<file path="config.mk">
export PLATFORM = sky130hd
export DESIGN_NAME = pe_packetizer_flat
export DESIGN_NICKNAME = d
export VERILOG_FILES = /design/src/rtl/pe_packetizer_if.sv /design/src/rtl/pe_packetizer.sv /design/src/flat_wrapper.sv
export SDC_FILE = /design/constraint.sdc
export NUM_CORES = 1
export LEC_CHECK = 0
export CORE_AREA = 2 2 76 78
export CTS_BUF_LIST = sky130_fd_sc_hd__clkbuf_8
export DETAILED_ROUTE_END_ITERATION = 12
export DIE_AREA = 0 0 78 80
export PLACE_DENSITY = 0.77
export SYNTH_ARGS = -nofsm -noshare
export SYNTH_HDL_FRONTEND = slang
export SYNTH_SLANG_ARGS = --single-unit
export TNS_END_PERCENT = 20
</file>
<file path="constraint.sdc">
create_clock -name clk -period 1.5 [get_ports clk]
set_input_delay 0.15 -clock clk [delete_from_list [all_inputs] [get_ports clk]]
set_output_delay 0.15 -clock clk [all_outputs]
set_load 0.02 [all_outputs]
</file>
<file path="src/rtl/pe_packetizer_if.sv">
// Stream bundle for pe_packetizer: PE result words in, router flits out.
interface pe_packetizer_if #(
    parameter int DW = 32
);
    logic [DW-1:0] in_data;
    logic          in_valid;
    logic          in_ready;
    logic [DW-1:0] out_data;
    logic          out_valid;
    logic          out_ready;

    // master: the side that supplies PE words and sinks flits
    modport master (
        output in_data, in_valid, out_ready,
        input  in_ready, out_data, out_valid
    );

    // slave: the packetizer itself
    modport slave (
        input  in_data, in_valid, out_ready,
        output in_ready, out_data, out_valid
    );
endinterface

</file>
<file path="src/rtl/pe_packetizer.sv">
// pe_packetizer: wraps every PKT_LEN-1 PE result words into one NoC packet
// (head flit carrying the route, then body flits, the last one typed tail).
// A single output register holds the flit presented to the router.
module pe_packetizer #(
    parameter int DW      = 32,
    parameter int PKT_LEN = 4,
    parameter int X       = 0,
    parameter int Y       = 0,
    parameter int DEST_X  = 0,
    parameter int DEST_Y  = 0
) (
    input  logic        clk,
    input  logic        rst,
    pe_packetizer_if.slave bus,
    output logic        busy,
    output logic [15:0] pkt_cnt
);

    // cnt only ever reaches PKT_LEN-2, so PKT_LEN-1 distinct values
    localparam int CW = (PKT_LEN > 2) ? $clog2(PKT_LEN - 1) : 1;
    localparam logic [CW-1:0] LAST = CW'(PKT_LEN - 2);

    localparam logic [1:0] T_HEAD = 2'b01;
    localparam logic [1:0] T_BODY = 2'b00;
    localparam logic [1:0] T_TAIL = 2'b10;

    localparam logic [3:0] SRC_X = 4'(X);
    localparam logic [3:0] SRC_Y = 4'(Y);
    localparam logic [3:0] DST_X = 4'(DEST_X);
    localparam logic [3:0] DST_Y = 4'(DEST_Y);

    typedef enum logic {IDLE = 1'b0, BODY = 1'b1} state_t;

    state_t        state, state_nxt;
    logic [CW-1:0] cnt, cnt_nxt;
    logic [DW-1:0] head_flit, flit_nxt;
    logic          slot_free, load, in_rdy, pkt_inc;

    // output register can take a new flit when empty or draining this cycle
    assign slot_free    = ~bus.out_valid | bus.out_ready;
    assign bus.in_ready = in_rdy;
    assign busy         = (state == BODY);

    // head flit: type, zero filler, then route fields in the low 16 bits
    always_comb begin
        head_flit                = '0;
        head_flit[DW-1:DW-2]     = T_HEAD;
        head_flit[15:0]          = {DST_X, DST_Y, SRC_X, SRC_Y};
    end

    // next-state, output-register load and payload typing
    always_comb begin
        state_nxt = state;
        cnt_nxt   = cnt;
        load      = 1'b0;
        flit_nxt  = head_flit;
        in_rdy    = 1'b0;
        pkt_inc   = 1'b0;
        case (state)
            IDLE: begin
                // head is only emitted once a word is actually waiting
                if (bus.in_valid && slot_free) begin
                    load      = 1'b1;
                    cnt_nxt   = '0;
                    state_nxt = BODY;
                end
            end
            BODY: begin
                in_rdy = slot_free;
                if (bus.in_valid && slot_free) begin
                    load = 1'b1;
                    if (cnt == LAST) begin
                        flit_nxt  = {T_TAIL, bus.in_data[DW-3:0]};
                        state_nxt = IDLE;
                        pkt_inc   = 1'b1;
                    end else begin
                        flit_nxt  = {T_BODY, bus.in_data[DW-3:0]};
                        cnt_nxt   = cnt + CW'(1);
                    end
                end
            end
            default: state_nxt = IDLE;
        endcase
    end

    // FSM state and payload counter
    always_ff @(posedge clk) begin
        if (rst) begin
            state <= IDLE;
            cnt   <= '0;
        end else begin
            state <= state_nxt;
            cnt   <= cnt_nxt;
        end
    end

    // output flit register; data holds while stalled
    always_ff @(posedge clk) begin
        if (rst) begin
            bus.out_valid <= 1'b0;
            bus.out_data  <= '0;
        end else if (load) begin
            bus.out_valid <= 1'b1;
            bus.out_data  <= flit_nxt;
        end else if (slot_free) begin
            bus.out_valid <= 1'b0;
        end
    end

    // completed-packet counter, bumped on tail acceptance, wraps naturally
    always_ff @(posedge clk) begin
        if (rst)          pkt_cnt <= '0;
        else if (pkt_inc) pkt_cnt <= pkt_cnt + 16'd1;
    end

endmodule

</file>
<file path="src/flat_wrapper.sv">
// flat-port wrapper written by rule: the top's interface ports become plain ports
module pe_packetizer_flat 
#(
    parameter int DW      = 32,
    parameter int PKT_LEN = 4,
    parameter int X       = 0,
    parameter int Y       = 0,
    parameter int DEST_X  = 0,
    parameter int DEST_Y  = 0
)
  (clk, rst, busy, pkt_cnt, bus_in_data, bus_in_valid, bus_out_ready, bus_in_ready, bus_out_data, bus_out_valid);
  pe_packetizer_if #(.DW(DW)) bus_i ();
  input  logic clk;
  input  logic rst;
  output logic busy;
  output logic [15:0] pkt_cnt;
  input wire logic [$bits(bus_i.in_data)-1:0] bus_in_data;
  input wire logic [$bits(bus_i.in_valid)-1:0] bus_in_valid;
  input wire logic [$bits(bus_i.out_ready)-1:0] bus_out_ready;
  output wire logic [$bits(bus_i.in_ready)-1:0] bus_in_ready;
  output wire logic [$bits(bus_i.out_data)-1:0] bus_out_data;
  output wire logic [$bits(bus_i.out_valid)-1:0] bus_out_valid;
  assign bus_i.in_data = bus_in_data;
  assign bus_i.in_valid = bus_in_valid;
  assign bus_i.out_ready = bus_out_ready;
  assign bus_in_ready = bus_i.in_ready;
  assign bus_out_data = bus_i.out_data;
  assign bus_out_valid = bus_i.out_valid;
  pe_packetizer #(.DW(DW), .PKT_LEN(PKT_LEN), .X(X), .Y(Y), .DEST_X(DEST_X), .DEST_Y(DEST_Y)) u_core (.clk(clk), .rst(rst), .bus(bus_i), .busy(busy), .pkt_cnt(pkt_cnt));
endmodule
</file>
==> results by group, run 1 <==
Outcome
  – Outcome: finished, violations left
  – Violated checks: setup timing

Yosys
  – Synth cell types: 30
  – Synth Area per Inst: 8.341 um2
  – Mapped Area: 2102 um2
  – Asr flop ratio synth: 0%
  – Post-synth EDFFs: 0
  – Sequential fraction of the synthesis area: 49.52%
  – Post-synthesis instance total: 252
  – Syn_nets: 290
  – Ys flop type: dfxtp_1
  – Synth Register Bits: 52
  – Yosys warns: 0

STA
  – Clk_skew: 0.009144 ns
  – Max frequency: 612.5 MHz
  – RSZ-0062 raised after global routing: true
  – Setup-failing EPs final: 8
  – Tcrit/Tclk final: 108.9%
  – Setup TNS: -0.4756 ns
  – Final WS setup: -0.1328 ns
  – Hold Fails Final Rpt: 0
  – Pin slew with the least headroom to its limit: 0.3283 ns
  – Final min period: 1.633 ns
  – Final slew viol count: 0
  – Max_slew headroom: 77.91%

Route
  – WL/cell: 12.83 um
  – Residual DRC count: 0
  – Drt first pass iters: 4
  – First DRT Iteration DRCs: 77
  – Total number of vias: 2116
  – Avg Vias per Cell: 4.991
  – Routed Antenna Nets: 0
  – Total Wirelength: 5442 um

Die
  – Chip width: 78 um
  – Vert. Die Dim: 80 um
  – Row count: 27
  – Die ar.: 6240 um2
  – Effective utilization at floorplan: 38.89%
  – Core Footprint: 5405 um2
  – Num ports: 87

Layout
  – Share of cells above drive strength 1: 14.49%
  – Area grow syn2layout: 57.32%
  – Ant diodes: 0
  – Footprint of the multi-input gates: 1010 um2
  – Sequential cell area: 1051 um2
  – Nets: 389
  – Layout filler cell count: 503
  – Finished Cell Area: 3307 um2

Place
  – Final Wtd Congestion: 0.7759
  – Post-DP Area: 3191 um2
  – DP HPWL: 3847 um
  – Setup WS pre-CTS: -0.2630 ns
  – # port buffers: 84

Hold path
  – Worst Hold Launch: rst
  – Worst Hold Depth: 2
  – Worst hold endpoint: u_core.bus.out_valid$_SDFFE_PP0P_
  – Worst min path class: primary input to flip-flop

Worst setup path
  – Flop-to-flop setup slack: -0.13 ns
  – Critical path class: flip-flop to flip-flop
  – Critical Path RT: 1.73 ns
  – CP endpoint kind: flip-flop
  – Cells on worst reg2reg path: 7
  – Crit-path max FO: 6
  – Critical R2R Launch: u_core.cnt[0]$_SDFFE_PP0P_
  – CP Launch Type: flip-flop
  – R2r endpoint: u_core.pkt_cnt[13]$_SDFFE_PP0P_
  – CP arrival: 1.87 ns

Job
  – MaxCap Viol Count: 0

Clocking
  – H-tree levels: 2
  – CTS buffer count: 5
  – CTS tree: done
  – Clock Sink Count: 52
  – Clk slew on worst S/H paths: 0.10 ns
  – Clock Latency Late Sink: 0.29 ns
  – CTS max path bufs: 2
  – Root Driver: clkbuf_8

Pwr
  – Worst vdd ir: 0.6308 mV
  – P per Cell Area: 785.0 nW/um2
  – Pleak: 1.259 nW

Global routing
  – Vias in the first global route: 1997
  – GR Overflow Total: 0
  – First-pass GRT wire length: 8825 um
  – Gr usage total: 17.23%
  – Number of antenna violations at the first check in global routing: 0
  – Pin count of the biggest net entering global routing: 38
==> cells in the mapped netlist (2+ instances only) <==
library cell	n	area [um2]
ha_1	2	25.02
o21ai_0	4	20.02
buf_1	2	7.510
and2_1	3	18.77
xor2_1	3	26.28
a21oi_1	41	205.2
and3_1	2	12.51
inv_1	3	11.26
nand2_1	36	135.1
nand4_1	6	37.54
nor2b_1	3	18.77
nor2_1	15	56.30
or4_1	4	30.03
dfxtp_1	52	1041
clkbuf_1	10	37.54
o31ai_1	4	30.03
xnor2_1	3	26.28
buf_2	8	40.04
a211oi_1	2	15.01
nand3_1	37	185.2
or3_1	2	12.51
nand2b_1	2	12.51
==> worst max-delay path: stages, from the launching register on <==
cell	delay, ns
dfxtp_2	0.34
inv_2	0.06
ha_4	0.12
and3_4	0.17
nand4_1	0.15
buf_6	0.18
or4_4	0.41
a21oi_2	0.15
==> report_power, final <==
group,internal [W],leakage (nW),switching [W]
combinational,0.000184,0.781,0.000183
sequential,0.00141,0.424,0.0000161
clock,0.000364,0.0538,0.000440
total,0.00196,1.26,0.000639
==> how the worst max path moves through the flow <==
| stage | from | endpoint | cells after the start |
|---|---|---|---|
| floorplan | u_core.pkt_cnt[1]$_SDFFE_PP0P_ | u_core.pkt_cnt[14]$_SDFFE_PP0P_ | 5 |
| global placement | bus_in_valid | u_core.pkt_cnt[14]$_SDFFE_PP0P_ | 5 |
| detailed placement | bus_out_ready | u_core.pkt_cnt[15]$_SDFFE_PP0P_ | 6 |
| CTS | u_core.cnt[0]$_SDFFE_PP0P_ | u_core.pkt_cnt[7]$_SDFFE_PP0P_ | 8 |
| global route | u_core.cnt[0]$_SDFFE_PP0P_ | u_core.pkt_cnt[13]$_SDFFE_PP0P_ | 7 |
| finish | u_core.cnt[0]$_SDFFE_PP0P_ | u_core.pkt_cnt[13]$_SDFFE_PP0P_ | 7 |
==> final cells by class <==
type	count	area share [%]
clock inverters	2	0.2270
multi-input cells	177	30.53
repair buffers	112	31.90
clock buffers	6	2.497
well taps	72	2.724
flip-flops and latches	52	31.78
inverters	3	0.3405
==> cells by family (layout without fill, tap and decap cells) <==
| family | after synthesis | count (layout) | share of synthesized area, % |
|---|---|---|---|
| AO/OA/AOI/OAI | 52 | 52 | 13.27 |
| XOR/XNOR | 6 | 6 | 2.500 |
| adder cells (fa/ha/maj) | 2 | 2 | 1.190 |
| buffers and inverters | 23 | 123 | 4.584 |
| flip-flops | 52 | 52 | 49.52 |
| multiplexers | 2 | 2 | 1.250 |
| AND/OR/NAND/NOR | 115 | 115 | 27.68 |
==> stage by stage <==
step | util (%) | hold WS [ns] | std cells | total power (W)
after floorplan | - | 0.3149 | 252 | 0.001622
after global placement | 59.03 | 0.4376 | 415 | 0.001826
after detailed placement | 59.03 | 0.4454 | 415 | 0.001829
after CTS | 61.02 | 0.1626 | 425 | 0.002633
after global routing | 61.18 | 0.1623 | 424 | 0.002716
final | 61.18 | 0.1698 | 424 | 0.002596
==> what timing repair did <==
item | CTS | global route
hold buffers | 0 | 0
endpoints found under the setup margin | 22 | 12
cloned | 1 | 0
resized for setup | 22 | 7
buffers inserted | 1 | 0
pin swaps | 9 | 7
==> metal layers <==
metal,GRT usage (%),up-vias,share of wire (%)
met3,4.525,2,5.9
met2,30.78,62,50
met4,3.158,0,0.28
met5,0,-,0
met1,21.03,979,44
li1,-,1073,-
==> placed cells by master, fill, tap and decap left out, types with 3 or more instances in the layout <==
cell type	netlist	routed
o21ai_0	4	4
and2_1	3	3
buf_4	0	25
or4_1	4	3
a21oi_1	41	39
clkdlybuf4s50_1	0	67
dfxtp_1	52	48
nand4_1	6	6
xor2_1	3	3
clkbuf_8	0	6
dlygate4sd2_1	0	14
nand2_1	36	36
o31ai_1	4	4
nor2b_1	3	3
nor2_1	15	15
inv_1	3	4
xnor2_1	3	3
nand3_1	37	37
==> sequential cells by signal (all words and copies together) (netlist names) <==
name and cells:
u_core.pkt_cnt 16, u_core.bus.out_valid 1, u_core.busy 1, u_core.cnt 2, u_core.bus.out_data 32
(Power assumes the default switching activity.)
==> run 2, diff against run 1 <==
--- a/config.mk
+++ b/config.mk
@@ -10,6 +10,7 @@
 export DETAILED_ROUTE_END_ITERATION = 12
 export DIE_AREA = 0 0 78 80
 export PLACE_DENSITY = 0.77
+export SKIP_LAST_GASP = 1
 export SYNTH_ARGS = -nofsm -noshare
 export SYNTH_HDL_FRONTEND = slang
 export SYNTH_SLANG_ARGS = --single-unit
==> run 2 against run 1 <==
Compared with the run above:
- the run still ends with setup timing left
- non-clock buffer count did not move
- first-iteration DRC count fell by 23%
- worst setup slack improved by 0.024 ns
- cell count did not move
- design area rose by 0.26%
- largest power group unchanged
- highest routed layer unchanged
==> results by group, run 2 (synthesis results as in run 1) <==
Outcome
  – Outcome: finished, violations left
  – Violated checks: setup timing

Worst setup path
  – CP Launch Type: flip-flop
  – Crit-path max FO: 6 (unchanged)
  – CP endpoint kind: flip-flop
  – R2r endpoint: u_core.pkt_cnt[13]$_SDFFE_PP0P_
  – Critical R2R Launch: u_core.cnt[0]$_SDFFE_PP0P_
  – Critical Path RT: 1.74 ns (about the same)
  – Flop-to-flop setup slack: -0.11 ns (+0.02 ns)
  – CP arrival: 1.84 ns (-0.03 ns)
  – Critical path class: flip-flop to flip-flop
  – Cells on worst reg2reg path: 7 (unchanged)

Place
  – DP HPWL: 3847 um (unchanged)
  – # port buffers: 84 (unchanged)
  – Final Wtd Congestion: 0.7759 (unchanged)

Die
  – Effective utilization at floorplan: 38.89% (unchanged)
  – Die ar.: 6240 um2 (unchanged)
  – Core Footprint: 5405 um2 (unchanged)
  – Row count: 27 (unchanged)
  – Chip width: 78 um (unchanged)
  – Num ports: 87 (unchanged)
  – Vert. Die Dim: 80 um (unchanged)

Global routing
  – Vias in the first global route: 1984 (-0.65%)
  – Pin count of the biggest net entering global routing: 38 (unchanged)
  – Number of antenna violations at the first check in global routing: 0 (unchanged)
  – First-pass GRT wire length: 8776 um (-0.56%)
  – Gr usage total: 17.14% (-0.096 points)
  – GR Overflow Total: 0 (unchanged)

STA
  – Tcrit/Tclk final: 107.2% (-1.6 points)
  – Max_slew headroom: 79.58% (+1.7 points)
  – Final slew viol count: 0 (unchanged)
  – Setup-failing EPs final: 21 (+13)
  – Pin slew with the least headroom to its limit: 0.3035 ns (-0.02486 ns)
  – Final WS setup: -0.1087 ns (+0.02413 ns)
  – Final min period: 1.609 ns (-0.02413 ns)
  – RSZ-0062 raised after global routing: true
  – Setup TNS: -0.9049 ns (-0.4292 ns)
  – Max frequency: 621.6 MHz (+1.5%)
  – Clk_skew: 0.009719 ns (+0.0005757 ns)
  – Hold Fails Final Rpt: 0 (unchanged)

Route
  – Total number of vias: 2105 (-0.52%)
  – Residual DRC count: 0 (unchanged)
  – Max layer used: met4
  – Met2 wire length: 2649 um (-2.0%)
  – Metal1 wirelength: 2470 um (+2.9%)
  – Routed Antenna Nets: 0 (unchanged)
  – Drt first pass iters: 4 (unchanged)
  – Avg Vias per Cell: 4.965 (-0.52%)
  – WL met3: 281 um (-12%)
  – First DRT Iteration DRCs: 59 (-23%)
  – Total Wirelength: 5417 um (-0.46%)
  – WL/cell: 12.78 um (-0.46%)

Clocking
  – Clock Latency Late Sink: 0.29 ns (about the same)
  – H-tree levels: 2 (unchanged)
  – Root Driver: clkbuf_8
  – CTS tree: done
  – CTS buffer count: 5 (unchanged)
  – # hold bufs at CTS: 0 (unchanged)
  – Clk slew on worst S/H paths: 0.10 ns (about the same)
  – Clock Sink Count: 52 (unchanged)
  – CTS max path bufs: 2 (unchanged)

Layout
  – Share of cells above drive strength 1: 13.64% (-0.85 points)
  – Layout filler cell count: 493 (-2.0%)
  – Most common cell after layout, fill and taps aside: clkdlybuf4s50_1
  – Nets: 389 (unchanged)
  – Largest registers: u_core.bus.out_data: 32 flops, u_core.pkt_cnt: 16 flops, u_core.cnt: 2 flops
  – Max reg flops: 32 (unchanged)
  – Area grow syn2layout: 57.74%
  – Commonest cells after routing, fill and taps aside: clkdlybuf4s50_1, dfxtp_1, a21oi_1
  – Top reg by flops: u_core.bus.out_data
  – Final core occ: 61.34% (+0.16 points)
  – Ant diodes: 0 (unchanged)

Pwr
  – Worst vdd ir: 0.6268 mV (-0.64%)
  – P per Cell Area: 783.3 nW/um2 (-0.23%)
  – Pleak: 1.182 nW (-6.1%)

Hold path
  – Worst hold endpoint: u_core.bus.out_valid$_SDFFE_PP0P_
  – Worst Hold Launch: rst
  – Worst min path class: primary input to flip-flop
  – Worst Hold Depth: 2 (unchanged)

Job
  – MaxCap Viol Count: 0 (unchanged)
run 2: changes by cell type in the layout (fill, tap and decap cells not counted), sizes merged:
cell           before  now
clkdlybuf4s50      67   80
clkbuf              7    6
dlygate4sd2        14    3
dlymetal6s2s        1    0
run 2: cell type report:
| cell class | instances | area [um2] | area share, % |
|---|---|---|---|
| Clock inverter | 2 | 7.507 | 0.2264 |
| Multi-Input combinational cell | 177 | 1002 | 30.23 |
| Inverter | 3 | 11.26 | 0.3396 |
| Timing Repair Buffer | 112 | 1071 | 32.30 |
| Clock buffer | 6 | 82.58 | 2.491 |
| Sequential cell | 52 | 1051 | 31.70 |
| Tap cell | 72 | 90.09 | 2.717 |
run 2: how the worst max path moves through the flow:
stage                                         from                               to  slack [ns]  cells after the start
detailed placement                   bus_out_ready  u_core.pkt_cnt[15]$_SDFFE_PP0P_       -0.26                      6
global route            u_core.cnt[0]$_SDFFE_PP0P_  u_core.pkt_cnt[13]$_SDFFE_PP0P_       -0.16                      7
finish                  u_core.cnt[0]$_SDFFE_PP0P_  u_core.pkt_cnt[13]$_SDFFE_PP0P_       -0.11                      7
CTS                 u_core.pkt_cnt[5]$_SDFFE_PP0P_                       pkt_cnt[5]       -0.11                      2
floorplan           u_core.pkt_cnt[1]$_SDFFE_PP0P_  u_core.pkt_cnt[14]$_SDFFE_PP0P_       -0.15                      5
global placement                      bus_in_valid  u_core.pkt_cnt[14]$_SDFFE_PP0P_       -0.22                      5
run 2: where the power goes:
part,switching [W],internal [W]
Combinational,0.000183,0.000185
Sequential,0.0000163,0.00141
Clock,0.000440,0.000364
Total,0.000639,0.00196
run 2: per-stage QoR:
step / hold slack [ns] / cell area (um2) / setup WS [ns] / std cells / total power (W)
global route: 0.1591 / 3316 / -0.1561 / 424 / 0.002716
floorplan: 0.3149 / 2122 / -0.1540 / 252 / 0.001622
finish: 0.1693 / 3316 / -0.1087 / 424 / 0.002597
detailed placement: 0.4454 / 3191 / -0.2630 / 415 / 0.001829
CTS: 0.1626 / 3313 / -0.1066 / 425 / 0.002633
global placement: 0.4376 / 3191 / -0.2236 / 415 / 0.001826
run 2: routing by layer:
layer | up-vias | GRT usage [%]
li1 | 1070 | -
met1 | 983 | 20.96
met2 | 50 | 30.52
met3 | 2 | 4.525
met4 | 0 | 3.158
met5 | - | 0
run 2: critical path: stages, from the launching register on:
cell	delay (ns)
dfxtp_2	0.34
inv_2	0.06
ha_4	0.12
and3_4	0.17
nand4_1	0.15
buf_6	0.18
or4_4	0.41
a21oi_2	0.13
run 2: timing repair:
item                                   in CTS  in global routing
gates resized for setup                    10                  2
endpoints found under the hold margin       0                  0
setup buffers                               1                  0
cloned                                      1                  0
setup endpoints to repair                  22                 24
pin swaps                                   5                  4
==> variant: new RTL, config.mk and constraints of run 2 <==
`PKT_LEN` is set to 4 in 2 places; all go to 8.
--- a/src/rtl/pe_packetizer.sv
+++ b/src/rtl/pe_packetizer.sv
@@ -4,5 +4,5 @@
 module pe_packetizer #(
     parameter int DW      = 32,
-    parameter int PKT_LEN = 4,
+    parameter int PKT_LEN = 8,
     parameter int X       = 0,
     parameter int Y       = 0,
--- a/src/flat_wrapper.sv
+++ b/src/flat_wrapper.sv
@@ -3,5 +3,5 @@
 #(
     parameter int DW      = 32,
-    parameter int PKT_LEN = 4,
+    parameter int PKT_LEN = 8,
     parameter int X       = 0,
     parameter int Y       = 0,
Check against the original RTL: not equivalent (Yosys sat finds a counterexample within 10 cycles, from zero or initial values and one cycle with rst high).
==> variant against run 2 <==
Highest routed layer unchanged. Routed wire length is 2.4% higher. Critical path type unchanged. Largest cell class unchanged. Clock power is 16% higher. The run still ends with negative setup slack left. Sequential cell count is 1 higher. Synthesized area is 0.95% higher. Setup slack worse by 0.0038 ns. Synthesized cell count is 2.4% higher. Power is 6.1% higher. Design area is 3.2% higher.
==> variant: results (changes against run 2) <==
routing:
  vias_per_cell: 4.94  # -0.40%
  first_pass_iters: 4  # unchanged
  top_layer: "met4"
  wl_um: 5550  # +2.4%
  dr_wl_met2_um: 2800  # +5.6%
  vias: 2141  # +1.7%
  wl_met1_um: 2410  # -2.3%
  wl_met3_um: 275  # -2.1%
  first_iter_violations: 92  # +56%
yosys:
  netlist_top_cells_count: "dfxtp_1, a21oi_1, nand2_1"
  synth.distinct_cells: 30  # unchanged
  syn_nets: 297  # +2.4%
  synthArstFlopShare: 0  # unchanged
  yosysSeqAreaShare: 0.500  # +0.00476
  synth_warnings: 0  # unchanged
  netlist_instances: 258  # +2.4%
  ys_top_cells_by_area: "dfxtp_1, a21oi_1, nand3_1"
layout:
  diodes: 0  # unchanged
  drive_gt1_frac: 0.158  # +0.0215
  final.fill_count: 526  # +6.7%
  final_cell_area_um2: 3420  # +3.2%
  largest_registers: "u_core.bus.out_data x32, u_core.pkt_cnt x16, u_core.cnt x3"
  finalNetCount: 399  # +2.6%
global_route:
  grt_pass1_wl_um: 9180  # +4.6%
  grt_max_degree: 38  # unchanged
  track_usage: 0.181  # +0.00919
sta:
  setup_slack_ns: -0.112  # -0.00379 ns
  finalClockSkew_ns: 0.00464  # -0.00508 ns
  slew_headroom: 0.755  # -0.0410
  finalSetupViolCount: 17  # -19%
  tns_ns: -0.919  # -0.0142 ns
clock_tree:
  clock_latency_ns: 0.30
  h-tree-depth: 2  # unchanged
  clock_path_buffers: 2  # unchanged
  numCtsBuffers: 5  # unchanged
  cts_resized: 3  # -7
  root_buffer: "clkbuf_8"
  cts_setup_buffers: 0  # -1
worst_setup_path:
  slowest_delay_ns: 0.39  # -0.02 ns
  crit_family: "simple AND/OR/NAND/NOR gates"
  crit_arrival_ns: 1.85
  slowest_stage: "or4_1"
  path_max_fanout: 10  # +4
min_path:
  hp-class: "input pin to flop"
placement:
  place_congestion: 0.804  # +3.7%
  place_area_um2: 3290  # +3.2%
  hpwl_um: 3960  # +2.9%
  portBuffers: 84  # unchanged
  dp_cells: 424  # +2.2%
power:
  p_leak_nw: 1.21  # +2.3%
  irDropWorstVdd_uv: 456  # -27%
outcome:
  violations: "negative setup slack"
  status: "finished, violations left"
run:
  drv_cap: 0  # unchanged
==> variant: worst reg2reg max path, cell delays in order, from the launching register on <==
cell	delay (ns)
dfxtp_2	0.33
inv_2	0.07
ha_4	0.14
and3_1	0.18
nand4_1	0.12
buf_6	0.17
or4_1	0.39
a21oi_1	0.15
==> variant: through the flow <==
step | hold slack, ns | setup WS (ns)
after global routing | 0.208 | -0.177
after global placement | 0.438 | -0.342
after CTS | 0.182 | -0.125
final | 0.185 | -0.112
after floorplan | 0.271 | -0.186
after detailed placement | 0.445 | -0.380
==> variant: cell type report <==
type / count / share of cell area
clock buffer: 5 / 0.0201
clock inverter: 3 / 0.0110
inverter: 4 / 0.00439
multi-input combinational: 180 / 0.297
sequential: 53 / 0.315
tap: 72 / 0.0263
timing repair buffer: 116 / 0.326
==> variant: cell families after synthesis <==
logic type,count (synthesis),share of synthesized area
fa+ha+maj,3,0.0177
xor+xnor,5,0.0206
buf+inv,25,0.0466
mux,1,0.00531
compound gates,58,0.145
simple gates,113,0.265
flops,53,0.500
==> variant: per-layer routing <==
metal  GRT usage  vias up
met5           0        -
met4      0.0632        0
met3      0.0351        5
met2       0.323       54
met1       0.215      981
li1            -     1101
==> variant: where the power goes <==
part | total (mW) | internal, mW | switching (mW) | leakage, nW
Clock | 0.931 | 0.487 | 0.444 | 0.0570
Combinational | 0.372 | 0.190 | 0.182 | 0.718
Sequential | 1.45 | 1.44 | 0.0187 | 0.434
==> variant: path summary, 6_finish.rpt <==
path | from | end | slack [ns] | cells past startpoint
min | rst | u_core.busy | 0.19 | 2
min reg2reg | u_core.bus.out_data[22] | u_core.bus.out_data[22] | 0.45 | 2
max | u_core.cnt[0] | u_core.pkt_cnt[11] | -0.11 | 7
max reg2reg | u_core.cnt[0] | u_core.pkt_cnt[11] | -0.11 | 7
